### src/rtl/gcd_control.sv
// gcd_control: sequencer for the 16-bit subtractive GCD datapath.
// Accepts operand pairs over a valid/ready handshake and steers the datapath
// mux selects and register enables from the zero/lt flags. It presents the
// result over a valid/ready handshake with an operation count and a timeout flag.
module gcd_control #(
  parameter int unsigned CW       = 16,
  parameter int unsigned MAX_ITER = 16'hFFFF
) (
  input  logic          clk,
  input  logic          rst,
  input  logic          in_valid,
  output logic          in_ready,
  output logic          out_valid,
  input  logic          out_ready,
  input  logic          zero,
  input  logic          lt,
  output logic [1:0]    mux_sel_A,
  output logic          mux_sel_B,
  output logic          A_reg_en,
  output logic          B_reg_en,
  output logic [CW-1:0] iter_count,
  output logic          err
);

  localparam logic [CW-1:0] LP_MAX_ITER = CW'(MAX_ITER);

  // Datapath A-mux select encodings
  localparam logic [1:0] SEL_A_IN   = 2'b00;
  localparam logic [1:0] SEL_A_B    = 2'b01;
  localparam logic [1:0] SEL_A_SUB  = 2'b10;
  localparam logic [1:0] SEL_A_HOLD = 2'b11;

  typedef enum logic [1:0] {
    S_IDLE = 2'b00,
    S_CALC = 2'b01,
    S_DONE = 2'b10
  } state_t;

  state_t        r_state;
  state_t        w_next;
  logic [CW-1:0] r_iter;
  logic [CW-1:0] w_iter_d;
  logic          r_err;
  logic          w_err_d;
  logic          w_busy;
  logic          w_limit;

  // Work remains while A < B (swap) or B != 0 (subtract)
  assign w_busy  = lt || !zero;
  assign w_limit = (r_iter == LP_MAX_ITER);

  // State, operation counter and error flag registers
  always_ff @(posedge clk) begin
    if (rst) begin
      r_state <= S_IDLE;
      r_iter  <= '0;
      r_err   <= 1'b0;
    end else begin
      r_state <= w_next;
      r_iter  <= w_iter_d;
      r_err   <= w_err_d;
    end
  end

  // Next state plus same-cycle datapath controls (the datapath samples on the same edge)
  always_comb begin
    w_next    = r_state;
    w_iter_d  = r_iter;
    w_err_d   = r_err;
    mux_sel_A = SEL_A_HOLD;
    mux_sel_B = 1'b0;
    A_reg_en  = 1'b0;
    B_reg_en  = 1'b0;

    unique case (r_state)
      S_IDLE: begin
        if (in_valid) begin
          mux_sel_A = SEL_A_IN;
          mux_sel_B = 1'b0;
          A_reg_en  = 1'b1;
          B_reg_en  = 1'b1;
          w_iter_d  = '0;
          w_err_d   = 1'b0;
          w_next    = S_CALC;
        end
      end

      S_CALC: begin
        if (w_busy && w_limit) begin
          // Out of budget: abort without touching the datapath
          w_err_d = 1'b1;
          w_next  = S_DONE;
        end else if (lt) begin
          mux_sel_A = SEL_A_B;
          mux_sel_B = 1'b1;
          A_reg_en  = 1'b1;
          B_reg_en  = 1'b1;
          w_iter_d  = r_iter + CW'(1);
        end else if (!zero) begin
          mux_sel_A = SEL_A_SUB;
          A_reg_en  = 1'b1;
          w_iter_d  = r_iter + CW'(1);
        end else begin
          w_err_d = 1'b0;
          w_next  = S_DONE;
        end
      end

      S_DONE: begin
        if (out_ready) begin
          w_next = S_IDLE;
        end
      end

      default: begin
        w_next = S_IDLE;
      end
    endcase

    // Datapath registers must hold while reset is applied
    if (rst) begin
      mux_sel_A = SEL_A_HOLD;
      mux_sel_B = 1'b0;
      A_reg_en  = 1'b0;
      B_reg_en  = 1'b0;
    end
  end

  // Handshake outputs decode the state register only
  assign in_ready   = (r_state == S_IDLE);
  assign out_valid  = (r_state == S_DONE);
  assign iter_count = r_iter;
  assign err        = r_err;

endmodule

### config.mk
export PLATFORM = sky130hd
export DESIGN_NAME = gcd_control
export DESIGN_NICKNAME = d
export VERILOG_FILES = /design/src/rtl/gcd_control.sv
export SDC_FILE = /design/constraint.sdc
export NUM_CORES = 1
export LEC_CHECK = 0
export ABC_AREA = 1
export CORE_MARGIN = 4
export CORE_UTILIZATION = 49
export DETAILED_ROUTE_END_ITERATION = 6
export PLACE_DENSITY = 0.89
export SETUP_SLACK_MARGIN = 0.2
export SLEW_MARGIN = 20
export SYNTH_ARGS = -nofsm -noshare
export SYNTH_HDL_FRONTEND = slang
export SYNTH_SLANG_ARGS = --single-unit
### constraint.sdc
create_clock -name clk -period 2.3 [get_ports clk]
set_clock_uncertainty 0.05 [all_clocks]
set_input_delay 0.46 -clock clk [delete_from_list [all_inputs] [get_ports clk]]
set_output_delay 0.46 -clock clk [all_outputs]
set_load 0.005 [all_outputs]
==> metrics.txt, run 1 <==
status=finished clean; met2 GRT Util=0.408; main combinational cell family by area after synthesis=simple AND/OR/NAND/NOR gates; xor/xnor share of the synthesized area=0.0211; RSZ-0062 raised after global routing=true; met1 usage=0.277; CP startpoint kind=input pin; Synth area leaders=dfxtp_1 (31%), nor2_1 (13%), nand2_1 (13%); WP data arrival=1590 ps; final cycle utilization of the critical path=0.914; FP Rows=18; CTS tree=built; share of the synthesized area in the top cell type=0.305; Slew HR=0.713; gr busiest metal=met2; syn avg cell area=6.46 sq um; H-tree depth=1; via count=1495; DRC Markers=0; most frequent cells in the layout=nand2_1 (42), nor2_1 (40), buf_4 (35); GP Congestion=0.828; initial core utilization=0.508; register bit total from synthesis=19; CTS Sinks=19; post-synthesis sequential area ratio=0.305; mux contribution to synthesized area=0; drt total wl=3780 um; Peak VDD IR=0.000340 V; Adder-Cell Fraction of Synth Area=0.0100; hold path start=err$_SDFFE_PP0P_; initial drt markers=70; Synth Area in Compound Gates=0.112; detailed placement HPWL=2610 um; f_max=0.475 GHz; Setup crit start=lt; largest net degree at the start of global routing=18; hold violation count in the final report=0; via-per-instance ratio=5.16; hold slack=460 ps; Finished Core Util=0.768; initial antenna violation count=0; Worst-path clk slew=120 ps; Buffers on Ports=29; Routed WL per cell=13.0 um; Worst Hold Class=flip-flop to flip-flop; met3 Usage GRT=0.0526; Core Region=2450 sq um; vias in the first global route=1425; Die ar.=3410 sq um; Cell Area, Synth=1250 sq um; Yosys cell types=25; Max clock buf depth=2; Finish-stage setup viols=0; commonest non-fill, non-tap cell in the layout=nand2_1; Worst-Margin Slew=427 ps; # IOs=30; diodes inserted=0; nets=268; Synth Warn #=0; worst reg2reg startpoint=iter_count[1]$_SDFFE_PP0P_; CP max stage delay=460 ps; CP Max Fanout=2; Inserted Clock Buffers=3; maxcap violations=0; Area Overhead vs Synth=51.3%; CP Cell Sequence=clkdlybuf4s50_1, inv_1, a21oi_2, inv_2, nor2_4, nor2_8, nor2_2, buf_2; root buffer cell=clkbuf_4; grt total ovfl=0; CP Class=input pin to output pin; first-pass GRT wire length=6140 um; Post-DRT Antenna Nets=0; die width=58.4 um; Syn Nets=200; Yosys top cell by area=dfxtp_1; share of cells above drive strength 1=0.312; fin. max-slew vios=0; hold buffers post-CTS=0; slowest stage cell, crit path=clkdlybuf4s50_1; Setup crit end kind=output pin; Leak=0.850 nW; Power Dens Cells=371 nW/um^2; gr usage total=0.228; chip height=58.4 um; Final Critical Period=2100 ps; Synth Area in Simple Gates=0.470; Worst-Skew Late Latency=310 ps; required time of the critical path=1790 ps; Gate Count Post-Synth=193; DR pass1 iterations=4
registers in the layout, summed over array words and instances, names as in the netlist:
| signal | count |
|---|---|
| err | 1 |
| iter_count | 16 |
| r_state | 2 |
per-layer routing:
layer	wire [um]	share of wire
met5	0	0
met4	86	0.023
met3	232	0.061
met2	1870	0.49
met1	1590	0.42
through the flow:
step                      setup slack (ps)  setup TNS (ps)  instance area (sq um)  instances  power [mW]
after floorplan                        347               0                   1250        193       0.434
after global placement                -203            -425                   1750        276       0.507
after detailed placement              -228            -554                   1750        276       0.510
after CTS                              169               0                   1850        286       0.686
after global routing                   129               0                   1890        290       0.728
final                                  197               0                   1890        290       0.699
synth_stat cells, drive strengths merged:
master,n
nor2,51
nand3,11
xor2,3
buf,1
nand4,3
ha,1
dfxtp,19
clkbuf,1
nand2,51
a21oi,12
o21ai,8
nor3,6
o21a,1
a31oi,1
o21bai,1
inv,23
report_power, final:
group	total [mW]	internal, mW	switching (mW)
registers	0.343	0.336	0.00724
logic	0.176	0.0820	0.0937
clock network	0.181	0.0650	0.116
kinds of logic after synthesis:
family / after synthesis
XOR/XNOR: 3
buffers and inverters: 25
flip-flops: 19
adder cells (fa/ha/maj): 1
AO/OA/AOI/OAI: 23
AND/OR/NAND/NOR: 122
what timing repair did:
action / 4_1_cts / 5_1_grt
pin swaps: 9 / 8
resized for setup: 25 / 14
setup buffers: 6 / 4
setup endpoints to repair: 5 / 5
worst max-delay path, delay by kind of cell:
kind                   cells  cell delay, ps
AND/OR/NAND/NOR            3             280
buffers and inverters      4             700
AO/OA/AOI/OAI              1             160
worst paths after layout:
| path | end | slack (ps) | cells past startpoint |
|---|---|---|---|
| setup / recovery | A_reg_en | 200 | 8 |
| hold reg to reg | err$_SDFFE_PP0P_ | 460 | 1 |
| setup reg to reg | iter_count[4]$_SDFFE_PP0P_ | 360 | 13 |
| hold / removal | err$_SDFFE_PP0P_ | 460 | 1 |
layout make-up:
| type | instances | area, sq um |
|---|---|---|
| well taps | 30 | 37.5 |
| fillers | 174 | 569 |
| multi-input cells | 149 | 793 |
| inverters | 23 | 88.8 |
| repair buffers | 65 | 544 |
| clock inverters | 1 | 5.00 |
| clock buffers | 3 | 22.5 |
| flip-flops and latches | 19 | 394 |
(Power assumes the default switching activity.)
==> inputs of run 2 (changes only) <==
- HOLD_SLACK_MARGIN: unset -> 0.15
==> results of run 2 <==
No change in the layout: final DEF, timing and power equal those of run 1.
